File: src/rtl/avmm_pkg.sv
// Shared widths, constants and the read-pipe slot type for the AVMM word memory.
package avmm_pkg;

    localparam int AVMM_DATA_W = 64;
    localparam int AVMM_BE_W   = 8;
    localparam int AVMM_ADDR_W = 32;

    // Returned for reads that fall outside the implemented words.
    localparam logic [AVMM_DATA_W-1:0] BAD_ADDR_DATA = 64'hDEAD_BEEF_DEAD_BEEF;

    typedef struct packed {
        logic                   valid;
        logic [AVMM_DATA_W-1:0] data;
    } rd_slot_t;

    // Merge new data into an old word, one byte lane per byteenable bit.
    function automatic logic [AVMM_DATA_W-1:0] be_merge(
        input logic [AVMM_DATA_W-1:0] old_w,
        input logic [AVMM_DATA_W-1:0] new_w,
        input logic [AVMM_BE_W-1:0]   be
    );
        logic [AVMM_DATA_W-1:0] res;
        res = old_w;
        for (int b = 0; b < AVMM_BE_W; b++)
            if (be[b]) res[8*b +: 8] = new_w[8*b +: 8];
        return res;
    endfunction

endpackage

File: src/rtl/avmm_rd_pipe.sv
// Fixed-latency read return pipe: a slot enters per cycle, emerges LAT cycles later.
module avmm_rd_pipe
    import avmm_pkg::*;
#(
    parameter int LAT = 3
) (
    input  logic     clk,
    input  logic     rst_n,
    input  rd_slot_t i_slot,
    output rd_slot_t o_slot
);

    rd_slot_t [LAT-1:0] r_pipe;

    // Shift slots toward the output; reset drops every read in flight.
    always_ff @(posedge clk or negedge rst_n) begin
        if (!rst_n) begin
            r_pipe <= '0;
        end else begin
            r_pipe[0] <= i_slot;
            for (int i = 1; i < LAT; i++)
                r_pipe[i] <= r_pipe[i-1];
        end
    end

    assign o_slot = r_pipe[LAT-1];

endmodule

File: src/rtl/avmm_mem_responder.sv
// Avalon-MM slave word memory with fixed read latency, bounded outstanding
// reads and a test hook that forces waitrequest.
module avmm_mem_responder
    import avmm_pkg::*;
#(
    parameter int DEPTH        = 16,
    parameter int READ_LATENCY = 3,
    parameter int MAX_PENDING  = 2
) (
    input  logic                   clk,
    input  logic                   rst_n,
    input  logic [AVMM_ADDR_W-1:0] i_avs_address,
    input  logic                   i_avs_read,
    input  logic                   i_avs_write,
    input  logic [AVMM_DATA_W-1:0] i_avs_writedata,
    input  logic [AVMM_BE_W-1:0]   i_avs_byteenable,
    output logic [AVMM_DATA_W-1:0] o_avs_readdata,
    output logic                   o_avs_readdatavalid,
    output logic                   o_avs_waitrequest,
    input  logic                   i_stall_in,
    output logic [2:0]             o_pending_cnt,
    output logic                   o_err
);

    localparam int AW = (DEPTH > 1) ? $clog2(DEPTH) : 1;

    logic [AVMM_DATA_W-1:0] r_mem [DEPTH];
    logic                   r_rdy;
    logic [2:0]             r_pend;
    logic                   r_err;
    logic [AVMM_DATA_W-1:0] r_last;

    logic                   w_wait;
    logic                   w_in_range;
    logic [AW-1:0]          w_idx;
    logic                   w_rd_acc;
    logic                   w_wr_acc;
    logic                   w_coll;
    rd_slot_t               w_in;
    rd_slot_t               w_out;

    // Busy out of reset for one cycle, on test stall, or when the read window is full.
    assign w_wait     = !r_rdy | i_stall_in | (r_pend >= 3'(MAX_PENDING));
    assign w_in_range = i_avs_address < AVMM_ADDR_W'(DEPTH);
    assign w_idx      = i_avs_address[AW-1:0];

    // A read alongside a write loses: the write is performed, the read dropped.
    assign w_rd_acc = !w_wait & i_avs_read & !i_avs_write;
    assign w_wr_acc = !w_wait & i_avs_write;
    assign w_coll   = !w_wait & i_avs_read & i_avs_write;

    assign w_in.valid = w_rd_acc;
    assign w_in.data  = w_in_range ? r_mem[w_idx] : BAD_ADDR_DATA;

    avmm_rd_pipe #(.LAT(READ_LATENCY)) u_rd_pipe (
        .clk    (clk),
        .rst_n  (rst_n),
        .i_slot (w_in),
        .o_slot (w_out)
    );

    // Memory array: byte-lane writes, no reset so contents survive rst_n.
    always_ff @(posedge clk) begin
        if (w_wr_acc && w_in_range)
            r_mem[w_idx] <= be_merge(r_mem[w_idx], i_avs_writedata, i_avs_byteenable);
    end

    // Control state: ready flag, pending reads, sticky error, held read data.
    always_ff @(posedge clk or negedge rst_n) begin
        if (!rst_n) begin
            r_rdy  <= 1'b0;
            r_pend <= '0;
            r_err  <= 1'b0;
            r_last <= '0;
        end else begin
            r_rdy <= 1'b1;
            case ({w_rd_acc, w_out.valid})
                2'b10:   r_pend <= r_pend + 3'd1;
                2'b01:   r_pend <= r_pend - 3'd1;
                default: r_pend <= r_pend;
            endcase
            if (((w_rd_acc | w_wr_acc) & !w_in_range) | w_coll)
                r_err <= 1'b1;
            if (w_out.valid)
                r_last <= w_out.data;
        end
    end

    assign o_avs_waitrequest   = w_wait;
    assign o_avs_readdatavalid = w_out.valid;
    assign o_avs_readdata      = w_out.valid ? w_out.data : r_last;
    assign o_pending_cnt       = r_pend;
    assign o_err               = r_err;

endmodule

File: config.mk
export PLATFORM = sky130hd
export DESIGN_NAME = avmm_mem_responder
export DESIGN_NICKNAME = d
export VERILOG_FILES = /design/src/rtl/avmm_pkg.sv /design/src/rtl/avmm_rd_pipe.sv /design/src/rtl/avmm_mem_responder.sv
export SDC_FILE = /design/constraint.sdc
export NUM_CORES = 1
export LEC_CHECK = 0
export ABC_AREA = 1
export BUFFER_PORTS_ARGS = -buffer_cell sky130_fd_sc_hd__buf_2
export CAP_MARGIN = 30
export CORE_ASPECT_RATIO = 1.1
export CORE_UTILIZATION = 58
export CTS_BUF_LIST = sky130_fd_sc_hd__clkbuf_4
export CTS_CLUSTER_DIAMETER = 120
export CTS_CLUSTER_SIZE = 25
export DETAILED_ROUTE_END_ITERATION = 10
export HOLD_SLACK_MARGIN = 0.06
export PLACE_DENSITY = 0.86
export SYNTH_ARGS = -nofsm -noshare
export SYNTH_HDL_FRONTEND = slang
export SYNTH_HIERARCHICAL = 1
export SYNTH_SLANG_ARGS = --single-unit
File: constraint.sdc
create_clock -name clk -period 4.1 [get_ports clk]
set_clock_uncertainty 0.2 [all_clocks]
set_input_delay 0.41 -clock clk [delete_from_list [all_inputs] [get_ports clk]]
set_output_delay 0.41 -clock clk [all_outputs]
set_load 0.05 [all_outputs]
==> report_table.html, run 1 <==
<table>
<tr><th>Metric</th><th>Value</th></tr>
<tr><th colspan="2">Outcome</th></tr>
<tr><td>Run status</td><td>complete, no violations</td></tr>
<tr><th colspan="2">Routing</th></tr>
<tr><td>Detail Route met2 WL</td><td>58.5 mm</td></tr>
<tr><td>Total routed wire length on the met1 layer</td><td>42.6 mm</td></tr>
<tr><td>Number of vias in the routed layout</td><td>33585</td></tr>
<tr><td>DRC violations left</td><td>0</td></tr>
<tr><td>Post-Route WL</td><td>117 mm</td></tr>
<tr><td>Routed Antenna Nets</td><td>0</td></tr>
<tr><td>Wire length per cell</td><td>19.3 µm</td></tr>
<tr><td>Routed wl met3</td><td>10.9 mm</td></tr>
<tr><td>Initial DRC Count</td><td>~4000</td></tr>
<tr><td>Via-to-Cell Ratio</td><td>5.53</td></tr>
<tr><td>Count of TritonRoute iterations in the first routing pass</td><td>7</td></tr>
<tr><td>Highest layer used for signal routing</td><td>met4</td></tr>
<tr><th colspan="2">Worst hold path</th></tr>
<tr><td>Class of the most critical hold timing path</td><td>reg2reg</td></tr>
<tr><th colspan="2">Logic synthesis</th></tr>
<tr><td>Mean post-synth cell area</td><td>about 11 µm²</td></tr>
<tr><td>Proportion of synthesized area in mux cells</td><td>roughly 1.4%</td></tr>
<tr><td>Synthesized area</td><td>51400 µm²</td></tr>
<tr><td>Dominant cell type by area after synthesis</td><td>sky130_fd_sc_hd__edfxtp_1</td></tr>
<tr><td>Combinational family with the most area after synthesis</td><td>simple AND/OR/NAND/NOR gates</td></tr>
<tr><td>Largest cells by area after synthesis</td><td>sky130_fd_sc_hd__edfxtp_1, sky130_fd_sc_hd__nand2_1, sky130_fd_sc_hd__dfrtp_1, sky130_fd_sc_hd__buf_2, sky130_fd_sc_hd__mux2_2</td></tr>
<tr><td>Number of warnings printed during yosys synthesis</td><td>6</td></tr>
<tr><td>EDFF count, synth</td><td>1024</td></tr>
<tr><td>Number of synthesized register bits</td><td>1288</td></tr>
<tr><td>Synth async-reset ratio</td><td>between 20% and 30%</td></tr>
<tr><td>Proportion of synthesized chip area in sequential cells</td><td>72.7%</td></tr>
<tr><td>Synth Net Count</td><td>4848</td></tr>
<tr><td>Post-synthesis xor/xnor area fraction</td><td>0.0341%</td></tr>
<tr><td>Adder and majority cell fraction of the synthesized area</td><td>0.0633%</td></tr>
<tr><td>Cells after synthesis</td><td>4737</td></tr>
<tr><td>Number of unique standard cell types used by synthesis</td><td>23</td></tr>
<tr><td>Complex-gate fraction of the synthesized area</td><td>less than 1%</td></tr>
<tr><td>Area fraction of the dominant cell type after synthesis</td><td>roughly three fifths</td></tr>
<tr><td>Flip-flop cell with the highest count after synthesis</td><td>sky130_fd_sc_hd__edfxtp_1</td></tr>
<tr><td>Fraction of the mapped netlist area in simple logic gates</td><td>22.0%</td></tr>
<tr><th colspan="2">Power</th></tr>
<tr><td>Proportion of power drawn by combinational gates</td><td>approximately 12%</td></tr>
<tr><td>Proportion of power drawn by flip-flops and latches</td><td>66.0%</td></tr>
<tr><td>Switching component of the power</td><td>0.00560 W</td></tr>
<tr><td>Maximum vdd ir drop</td><td>0.000290 V</td></tr>
<tr><td>Static leakage power</td><td>between 20 and 25 nW</td></tr>
<tr><td>Power density cells</td><td>399 nW/µm²</td></tr>
<tr><td>Proportion of total power due to net switching</td><td>25.5%</td></tr>
<tr><td>Pint</td><td>0.0164 W</td></tr>
<tr><td>Clk pwr share</td><td>21.8%</td></tr>
<tr><th colspan="2">Global routing</th></tr>
<tr><td>Antenna violations before repair</td><td>3</td></tr>
<tr><td>Remaining Overflow, GRT</td><td>0</td></tr>
<tr><td>Vias in the first global route</td><td>around 33000</td></tr>
<tr><td>Global-route total usage across every layer</td><td>26.3%</td></tr>
<tr><td>First-pass GRT wire length</td><td>181 mm</td></tr>
<tr><td>Largest net degree at the start of global routing</td><td>176</td></tr>
<tr><th colspan="2">CTS</th></tr>
<tr><td>Clock network latency to the later pin of the worst-skew pair</td><td>about 1.1 ns</td></tr>
<tr><td>Register clock-pin slew on the reported worst setup and hold paths</td><td>0.24 ns</td></tr>
<tr><td>Maximum clock insertion buffer count</td><td>3</td></tr>
<tr><td>Number of levels the H-tree was split into</td><td>2</td></tr>
<tr><td>Total clock sinks</td><td>1288</td></tr>
<tr><td>Quantity of gates resized following cts</td><td>0</td></tr>
<tr><td>Number of buffers created by CTS</td><td>57</td></tr>
<tr><td>Root Buffer</td><td>sky130_fd_sc_hd__clkbuf_4</td></tr>
<tr><td>TritonCTS clock tree</td><td>built</td></tr>
<tr><th colspan="2">Cells and area</th></tr>
<tr><td>Filler cells</td><td>6260</td></tr>
<tr><td>P&amp;R area growth vs syn</td><td>7.32%</td></tr>
<tr><td>Final core utilization</td><td>62.8%</td></tr>
<tr><td>Nets</td><td>~5000</td></tr>
<tr><td>Ratio of cells with drive above 1 in the final layout</td><td>under 10%</td></tr>
<tr><th colspan="2">Setup path</th></tr>
<tr><td>Worst-path cell with the longest stage delay</td><td>sky130_fd_sc_hd__buf_4</td></tr>
<tr><td>Type of the setup path with the least slack</td><td>in2reg</td></tr>
<tr><td>Required time at the worst-slack endpoint</td><td>4.82 ns</td></tr>
<tr><td>Crit end category</td><td>flop</td></tr>
<tr><td>Crit path cell chain</td><td>dlygate4sd3_1, buf_2, nor2_1, nand2_1, dlygate4sd3_1, nor2_1, nand2_1, dlygate4sd3_1, nor2_4, buf_4, nor2_1, nor2_1, nand2_1, dlygate4sd3_1</td></tr>
<tr><td>Startpoint Class</td><td>input port</td></tr>
<tr><td>Crit path buf inv count</td><td>6</td></tr>
<tr><td>Critical-path maximum fanout</td><td>49</td></tr>
<tr><td>Flop2flop setup slack</td><td>1.12 ns</td></tr>
<tr><td>CP Data Arrival Time</td><td>4.35 ns</td></tr>
<tr><td>Crit path largest cell delay</td><td>0.73 ns</td></tr>
<tr><td>Crit-path leading delay family</td><td>buffers and inverters</td></tr>
<tr><th colspan="2">STA</th></tr>
<tr><td>Fin. max-slew vios</td><td>0</td></tr>
<tr><td>Slew Limit Headroom</td><td>between 40% and 50%</td></tr>
<tr><td>Hold violation total from the final report</td><td>0</td></tr>
<tr><td>RSZ-0062 raised after global routing</td><td>no</td></tr>
<tr><td>Final count of negative-setup-slack endpoints</td><td>0</td></tr>
<tr><td>Time the worst path needs with I/O delays and setup</td><td>about 3.6 ns</td></tr>
<tr><td>Post-Route Hold Slack</td><td>0.148 ns</td></tr>
<tr><td>Final worst path period share</td><td>roughly nine tenths</td></tr>
<tr><td>Final Worst Setup Slack</td><td>around 0.47 ns</td></tr>
<tr><td>Maximum clock frequency</td><td>0.275 GHz</td></tr>
<tr><td>Tightest Pin Transition</td><td>0.862 ns</td></tr>
<tr><th colspan="2">Floorplan</th></tr>
<tr><td>Die H</td><td>around 310 µm</td></tr>
<tr><td>I/O pin count</td><td>179</td></tr>
<tr><td>Standard-cell row count</td><td>114</td></tr>
<tr><td>Initial core utilization</td><td>~59%</td></tr>
<tr><td>Width of the chip</td><td>286 µm</td></tr>
<tr><td>Floorplan die area</td><td>89700 µm²</td></tr>
<tr><td>Core region area</td><td>87700 µm²</td></tr>
<tr><th colspan="2">Placed design</th></tr>
<tr><td>Estimated wirelength of the detail-placed design</td><td>approximately 65 mm</td></tr>
<tr><td>RePlAce Congestion</td><td>0.820</td></tr>
<tr><td>Pre-CTS worst setup slack</td><td>0.883 ns</td></tr>
<tr><td># port buffers</td><td>about 180</td></tr>
<tr><th colspan="2">Flow run</th></tr>
<tr><td>Max Cap Violations</td><td>0</td></tr>
</table>
path summary, 6_finish.rpt:
| check | startpoint | end | cells past startpoint |
|---|---|---|---|
| max in group asynchronous | rst_n | r_last[1] | 4 |
| setup reg to reg | o_pending_cnt[2] | r_mem[1][16] | 6 |
| hold / removal | u_rd_pipe/r_pipe[127] | u_rd_pipe/o_slot[62] | 0 |
| hold reg to reg | u_rd_pipe/r_pipe[127] | u_rd_pipe/o_slot[62] | 0 |
| min in group asynchronous | rst_n | u_rd_pipe/o_slot[26] | 4 |
| setup / recovery | i_avs_address[18] | o_err | 14 |
logic make-up after synthesis:
logic type | after synthesis
xor+xnor | 2
mux | 64
buf+inv | 304
fa+ha+maj | 2
compound gates | 67
simple gates | 3009
other cells | 1
flops | 1288
layer usage:
layer | GRT usage [%] | vias up
li1 | - | 15453
met1 | 33.4 | 15991
met2 | 45.0 | 1811
met3 | 3.52 | 330
met4 | 12.3 | 0
met5 | 0 | -
synth_stat cells, types with 2 or more instances:
master	number
sky130_fd_sc_hd__buf_1	24
sky130_fd_sc_hd__buf_2	148
sky130_fd_sc_hd__buf_4	69
sky130_fd_sc_hd__clkbuf_1	41
sky130_fd_sc_hd__dfrtp_1	264
sky130_fd_sc_hd__edfxtp_1	1024
sky130_fd_sc_hd__inv_1	18
sky130_fd_sc_hd__inv_2	3
sky130_fd_sc_hd__mux2_2	64
sky130_fd_sc_hd__nand2_1	2879
sky130_fd_sc_hd__nand3_1	4
sky130_fd_sc_hd__nor2_1	123
sky130_fd_sc_hd__o21ai_0	2
sky130_fd_sc_hd__o21ai_1	64
sky130_fd_sc_hd__xnor2_1	2
worst reg2reg max path, cell delays in order (launching register included):
cell                      delay (ns)
sky130_fd_sc_hd__dfrtp_1        0.45
sky130_fd_sc_hd__nor2_1         0.14
sky130_fd_sc_hd__nand3_1        0.12
sky130_fd_sc_hd__nor2_1         0.45
sky130_fd_sc_hd__nand3_1        0.43
sky130_fd_sc_hd__nor2_4         0.20
sky130_fd_sc_hd__buf_4          0.61
cells in the final DEF (no fill, tap or decap), types with 2 or more instances in the layout:
master,n
sky130_fd_sc_hd__nand2_1,2879
sky130_fd_sc_hd__edfxtp_1,1024
sky130_fd_sc_hd__dfrtp_1,263
sky130_fd_sc_hd__buf_2,175
sky130_fd_sc_hd__nor2_1,105
sky130_fd_sc_hd__clkbuf_4,104
sky130_fd_sc_hd__dlygate4sd3_1,103
sky130_fd_sc_hd__o21ai_1,64
sky130_fd_sc_hd__mux2_2,64
sky130_fd_sc_hd__buf_4,49
sky130_fd_sc_hd__nor2_4,19
sky130_fd_sc_hd__buf_12,19
sky130_fd_sc_hd__inv_1,18
sky130_fd_sc_hd__nand3_1,4
sky130_fd_sc_hd__diode_2,3
sky130_fd_sc_hd__inv_2,3
sky130_fd_sc_hd__buf_16,3
sky130_fd_sc_hd__inv_8,2
sky130_fd_sc_hd__o21ai_0,2
sky130_fd_sc_hd__xnor2_1,2
sky130_fd_sc_hd__bufinv_16,2
sky130_fd_sc_hd__buf_8,2
timing repair:
action	CTS	global route
hold buffers	105	0
endpoints found under the hold margin	1356	0
setup endpoints to repair	0	4
setup buffers	0	0
state kept, by name, indices dropped and copies added, names as in the netlist:
name and count:
r_mem 1024, u_rd_pipe/o_slot 65, u_rd_pipe/r_pipe 130, o_err 1
r_rdy 1, o_pending_cnt 3, r_last 64
per-stage QoR:
step           setup TNS, ns  total power [W]  instance area [µm²]  instances
2_1_floorplan       -1048.04           0.0166                51400       4737
3_3_place_gp               0           0.0173                53100       5861
3_5_place_dp               0           0.0174                53200       5863
4_1_cts                    0           0.0220                55100       6076
5_1_grt                    0           0.0227                55100       6078
6_report                   0           0.0220                55100       6078
cell type report:
class	instances	area [µm²]	area share, %
clock inverters	4	80.1	0.145
clock buffers	104	781	1.42
multi-input cells	3145	12600	22.8
inverters	22	97.6	0.177
well taps	1160	1450	2.63
flip-flops and latches	1288	37400	67.8
repair buffers	352	2780	5.05
diodes	3	7.51	0.0136
power groups by stage:
stage	combinational, W	sequential [W]	clock [W]
3_5_place_dp	0.00257	0.0148	0
3_3_place_gp	0.00247	0.0148	0
2_1_floorplan	0.00181	0.0148	0
4_1_cts	0.00265	0.0145	0.00482
5_1_grt	0.00288	0.0145	0.00526
6_report	0.00266	0.0145	0.00480
Power figures use the tool's default switching activity.
==> run 2, diff against run 1 <==
--- a/config.mk
+++ b/config.mk
@@ -5,7 +5,6 @@
 export SDC_FILE = /design/constraint.sdc
 export NUM_CORES = 1
 export LEC_CHECK = 0
-export ABC_AREA = 1
 export BUFFER_PORTS_ARGS = -buffer_cell sky130_fd_sc_hd__buf_2
 export CAP_MARGIN = 30
 export CORE_ASPECT_RATIO = 1.1
==> report_table.html, run 2 <==
<table>
<tr><th>Metric</th><th>Value</th></tr>
<tr><th colspan="2">Logic synthesis</th></tr>
<tr><td>Synthesized area</td><td>47800 µm² (-7.0%)</td></tr>
<tr><td>Proportion of synthesized area in mux cells</td><td>16.4% (+15 points)</td></tr>
<tr><td>Largest cells by area after synthesis</td><td>sky130_fd_sc_hd__edfxtp_1, sky130_fd_sc_hd__dfrtp_1, sky130_fd_sc_hd__mux4_2, sky130_fd_sc_hd__mux2_2, sky130_fd_sc_hd__mux2i_1</td></tr>
<tr><td>Area fraction of the dominant cell type after synthesis</td><td>64.4% (+4.5 points)</td></tr>
<tr><td>Flip-flop cell with the highest count after synthesis</td><td>sky130_fd_sc_hd__edfxtp_1</td></tr>
<tr><td>Synth async-reset ratio</td><td>20.5% (unchanged)</td></tr>
<tr><td>Dominant cell type by area after synthesis</td><td>sky130_fd_sc_hd__edfxtp_1</td></tr>
<tr><td>Number of warnings printed during yosys synthesis</td><td>6 (unchanged)</td></tr>
<tr><td>Number of unique standard cell types used by synthesis</td><td>31 (+35%)</td></tr>
<tr><td>EDFF count, synth</td><td>1024 (unchanged)</td></tr>
<tr><td>Fraction of the mapped netlist area in simple logic gates</td><td>1.35% (-21 points)</td></tr>
<tr><td>Number of synthesized register bits</td><td>1288 (unchanged)</td></tr>
<tr><td>Combinational family with the most area after synthesis</td><td>multiplexers</td></tr>
<tr><td>Post-synthesis xor/xnor area fraction</td><td>0.0550% (+0.021 points)</td></tr>
<tr><td>Post-synth top cells</td><td>sky130_fd_sc_hd__edfxtp_1, sky130_fd_sc_hd__dfrtp_1, sky130_fd_sc_hd__mux4_2</td></tr>
<tr><td>Count leader, synth</td><td>sky130_fd_sc_hd__edfxtp_1</td></tr>
<tr><td>Proportion of synthesized chip area in sequential cells</td><td>78.2% (+5.4 points)</td></tr>
<tr><td>Mean post-synth cell area</td><td>22.1 µm² (+100%)</td></tr>
<tr><td>Adder and majority cell fraction of the synthesized area</td><td>0.0681% (+0.0047 points)</td></tr>
<tr><td>Complex-gate fraction of the synthesized area</td><td>1.54% (+0.89 points)</td></tr>
<tr><td>Cells after synthesis</td><td>2161 (-54%)</td></tr>
<tr><td>Synth Net Count</td><td>2272 (-53%)</td></tr>
<tr><th colspan="2">Routing</th></tr>
<tr><td>DRC violations left</td><td>0 (unchanged)</td></tr>
<tr><td>Routed Antenna Nets</td><td>0 (unchanged)</td></tr>
<tr><td>Post-Route WL</td><td>102 mm (-13%)</td></tr>
<tr><td>Initial DRC Count</td><td>2397 (-40%)</td></tr>
<tr><td>Via-to-Cell Ratio</td><td>6.41 (+16%)</td></tr>
<tr><td>Number of vias in the routed layout</td><td>22423 (-33%)</td></tr>
<tr><td>Wire length per cell</td><td>29.2 µm (+51%)</td></tr>
<tr><td>Count of TritonRoute iterations in the first routing pass</td><td>7 (unchanged)</td></tr>
<tr><th colspan="2">Worst hold path</th></tr>
<tr><td>Class of the most critical hold timing path</td><td>in2reg</td></tr>
<tr><td>Hold Path Origin</td><td>i_avs_address[10]</td></tr>
<tr><th colspan="2">Global routing</th></tr>
<tr><td>Met2 routing resource usage after global routing</td><td>41.7% (-3.3 points)</td></tr>
<tr><td>Global-route total usage across every layer</td><td>24.6% (-1.6 points)</td></tr>
<tr><td>GR met3 Demand/Resource</td><td>3.09% (-0.43 points)</td></tr>
<tr><td>Remaining Overflow, GRT</td><td>0 (unchanged)</td></tr>
<tr><td>Busiest grt layer</td><td>met2</td></tr>
<tr><td>Antenna violations before repair</td><td>3 (unchanged)</td></tr>
<tr><td>Vias in the first global route</td><td>22919 (-31%)</td></tr>
<tr><td>Global routing met1 resource utilization</td><td>32.7% (-0.71 points)</td></tr>
<tr><td>Largest net degree at the start of global routing</td><td>99 (-44%)</td></tr>
<tr><td>First-pass GRT wire length</td><td>148 mm (-18%)</td></tr>
<tr><th colspan="2">Placed design</th></tr>
<tr><td>Number of instances in the placed design</td><td>3285 (-44%)</td></tr>
<tr><td># port buffers</td><td>178 (unchanged)</td></tr>
<tr><td>Total placed instance area</td><td>50100 µm² (-5.7%)</td></tr>
<tr><td>RePlAce Congestion</td><td>0.793 (-3.3%)</td></tr>
<tr><td>Estimated wirelength of the detail-placed design</td><td>59.4 mm (-8.1%)</td></tr>
<tr><th colspan="2">Setup path</th></tr>
<tr><td>Launching instance or port of the critical path</td><td>i_avs_address[13]</td></tr>
<tr><td>Type of the setup path with the least slack</td><td>in2reg</td></tr>
<tr><td>Crit path largest cell delay</td><td>1.04 ns (+0.31 ns)</td></tr>
<tr><td>Crit end category</td><td>flop</td></tr>
<tr><td>Worst r2r src</td><td>o_pending_cnt[2]</td></tr>
<tr><td>Required time at the worst-slack endpoint</td><td>4.83 ns (about the same)</td></tr>
<tr><td>Crit path cell chain</td><td>dlygate4sd3_1, buf_2, nor4_1, dlygate4sd3_1, nand3_1, dlygate4sd3_1, nor2_4, dlygate4sd3_1, buf_12, nand2b_1, dlygate4sd3_1</td></tr>
<tr><td>Worst-path cell with the longest stage delay</td><td>sky130_fd_sc_hd__dlygate4sd3_1</td></tr>
<tr><td>Crit path buf inv count</td><td>7 (+1)</td></tr>
<tr><td>Crit-path leading delay family</td><td>buffers and inverters</td></tr>
<tr><td>Most numerous cell on the critical path</td><td>sky130_fd_sc_hd__dlygate4sd3_1</td></tr>
<tr><td>CP Data Arrival Time</td><td>4.71 ns (+0.36 ns)</td></tr>
<tr><td>Startpoint Class</td><td>input port</td></tr>
<tr><td>Critical-path maximum fanout</td><td>31 (-37%)</td></tr>
<tr><th colspan="2">Power</th></tr>
<tr><td>Static leakage power</td><td>17.4 nW (-24%)</td></tr>
<tr><td>Power density cells</td><td>387 nW/µm² (-2.9%)</td></tr>
<tr><td>Maximum vdd ir drop</td><td>0.000190 V (-34%)</td></tr>
<tr><th colspan="2">Floorplan</th></tr>
<tr><td>Initial core utilization</td><td>58.4% (-0.10 points)</td></tr>
<tr><td>I/O pin count</td><td>179 (unchanged)</td></tr>
<tr><td>Standard-cell row count</td><td>110 (-3.5%)</td></tr>
<tr><td>Width of the chip</td><td>276 µm (-3.5%)</td></tr>
<tr><td>Floorplan die area</td><td>83500 µm² (-6.9%)</td></tr>
<tr><td>Core region area</td><td>81800 µm² (-6.8%)</td></tr>
<tr><td>Die H</td><td>303 µm (-3.5%)</td></tr>
<tr><th colspan="2">CTS</th></tr>
<tr><td>Total clock sinks</td><td>1288 (unchanged)</td></tr>
<tr><td>Maximum clock insertion buffer count</td><td>3 (unchanged)</td></tr>
<tr><td>Clock network latency to the later pin of the worst-skew pair</td><td>1.04 ns (-0.04 ns)</td></tr>
<tr><td>Number of levels the H-tree was split into</td><td>2 (unchanged)</td></tr>
<tr><td>TritonCTS clock tree</td><td>built</td></tr>
<tr><td>Post CTS Setup Buffer Count</td><td>0 (unchanged)</td></tr>
<tr><td>Number of buffers created by CTS</td><td>57 (unchanged)</td></tr>
<tr><td>Register clock-pin slew on the reported worst setup and hold paths</td><td>0.25 ns (about the same)</td></tr>
<tr><td>Root Buffer</td><td>sky130_fd_sc_hd__clkbuf_4</td></tr>
<tr><th colspan="2">STA</th></tr>
<tr><td>Time the worst path needs with I/O delays and setup</td><td>3.98 ns (+0.346 ns)</td></tr>
<tr><td>Final worst path period share</td><td>97.0% (+8.4 points)</td></tr>
<tr><td>RSZ-0062 raised after global routing</td><td>no</td></tr>
<tr><td>Post-Route Hold Slack</td><td>0.0872 ns (-0.0612 ns)</td></tr>
<tr><td>Fin. max-slew vios</td><td>0 (unchanged)</td></tr>
<tr><td>Final count of negative-setup-slack endpoints</td><td>0 (unchanged)</td></tr>
<tr><td>Tightest Pin Transition</td><td>0.918 ns (+0.0556 ns)</td></tr>
<tr><td>Hold violation total from the final report</td><td>0 (unchanged)</td></tr>
<tr><td>Maximum clock frequency</td><td>0.251 GHz (-8.7%)</td></tr>
<tr><td>Slew Limit Headroom</td><td>38.8% (-3.7 points)</td></tr>
<tr><th colspan="2">Cells and area</th></tr>
<tr><td>Max reg flops</td><td>1024 (unchanged)</td></tr>
<tr><td>Filler cells</td><td>5117 (-18%)</td></tr>
<tr><td>Area used by sequential logic in the layout</td><td>37400 µm² (about the same)</td></tr>
<tr><td>Area of combinational cells with multiple inputs</td><td>9640 µm² (-23%)</td></tr>
<tr><td>Non-filler instance count after layout</td><td>3498 (-42%)</td></tr>
<tr><td>Leading cell type in the layout, fill and taps excluded</td><td>sky130_fd_sc_hd__edfxtp_1</td></tr>
<tr><td>Nets</td><td>2494 (-50%)</td></tr>
<tr><td>Most flops, register</td><td>r_mem</td></tr>
<tr><td>Most frequent cells in the layout</td><td>sky130_fd_sc_hd__edfxtp_1, sky130_fd_sc_hd__dfrtp_1, sky130_fd_sc_hd__mux4_2</td></tr>
<tr><td>Area of all placed cells without fillers</td><td>52100 µm² (-5.6%)</td></tr>
<tr><td>P&amp;R area growth vs syn</td><td>8.94%</td></tr>
<tr><td>Ratio of cells with drive above 1 in the final layout</td><td>31.5% (+22 points)</td></tr>
<tr><th colspan="2">Flow run</th></tr>
<tr><td>Max Cap Violations</td><td>0 (unchanged)</td></tr>
<tr><th colspan="2">Outcome</th></tr>
<tr><td>Run status</td><td>complete, no violations</td></tr>
</table>
[run 2: changes by cell type in the layout (fill, tap and decap cells not counted), sizes merged, moves of 16 or more]
cell / previous run / this run
nor4: 0 / 23
nor2: 124 / 2
o21ai: 66 / 0
a21oi: 1 / 64
mux2: 64 / 128
and2: 0 / 16
nand2: 2879 / 4
mux4: 0 / 256
nand2b: 0 / 44
o22ai: 0 / 64
inv: 23 / 5
mux2i: 0 / 65
[run 2: layout make-up]
cell class / instances / area share (%)
repair buffers: 342 / 5.49
multi-input cells: 689 / 18.5
flip-flops and latches: 1288 / 71.8
well taps: 1064 / 2.56
inverters: 5 / 0.0361
clock buffers: 105 / 1.51
diodes: 2 / 0.00961
clock inverters: 3 / 0.103
[run 2: worst register-to-register path, delay by kind of cell (launching register included)]
| kind | cells | cell delay [ns] |
|---|---|---|
| simple gates | 3 | 1.40 |
| buf+inv | 1 | 0.47 |
| flops | 1 | 0.49 |
[run 2: report_power, final]
group	total, W	internal, W	switching [W]	leakage, nW
Sequential	0.0143	0.0143	0.000000152	12.1
Clock	0.00465	0.00120	0.00345	0.504
Combinational	0.00123	0.000493	0.000738	4.82
Total	0.0202	0.0160	0.00419	17.4
[run 2: stage by stage]
| step | TNS (ns) | total power, W | utilization, % | worst slack (ns) |
|---|---|---|---|---|
| after floorplan | -24.22 | 0.0153 | - | -0.0618 |
| after global placement | 0 | 0.0156 | 61.3 | 0.830 |
| after detailed placement | 0 | 0.0157 | 61.3 | 0.745 |
| after CTS | 0 | 0.0202 | 63.6 | 0.278 |
| after global routing | 0 | 0.0207 | 63.7 | 0.0376 |
| final | 0 | 0.0202 | 63.7 | 0.121 |
[run 2: worst paths after layout]
check | to | slack (ns) | depth (start not counted)
worst min register to register | u_rd_pipe/o_slot[20] | 0.13 | 0
worst max register to register | r_mem[14][39] | 1.18 | 4
min in group asynchronous | u_rd_pipe/r_pipe[54] | 0.38 | 4
worst max-delay path | u_rd_pipe/r_pipe[44] | 0.12 | 11
max in group asynchronous | u_rd_pipe/r_pipe[102] | 2.81 | 4
worst min-delay path | u_rd_pipe/r_pipe[63] | 0.09 | 6
[run 2: repair_timing]
item / 4_1_cts / 5_1_grt
gates resized for setup: 0 / 0
hold buffers: 99 / 3
hold endpoints to repair: 1347 / 4
[run 2: cells by family (layout without fill, tap and decap cells)]
family | Yosys count | count (layout)
XOR/XNOR | 3 | 3
multiplexers | 449 | 449
AO/OA/AOI/OAI | 130 | 130
buffers and inverters | 184 | 455
AND/OR/NAND/NOR | 104 | 104
adder cells (fa/ha/maj) | 2 | 2
flip-flops | 1288 | 1288
other | 1 | 3
[run 2: layer usage]
metal	vias up	wire (µm)
met5	-	12
met2	1247	52200
met4	2	4200
met1	11872	37400
met3	208	8200
li1	9094	-
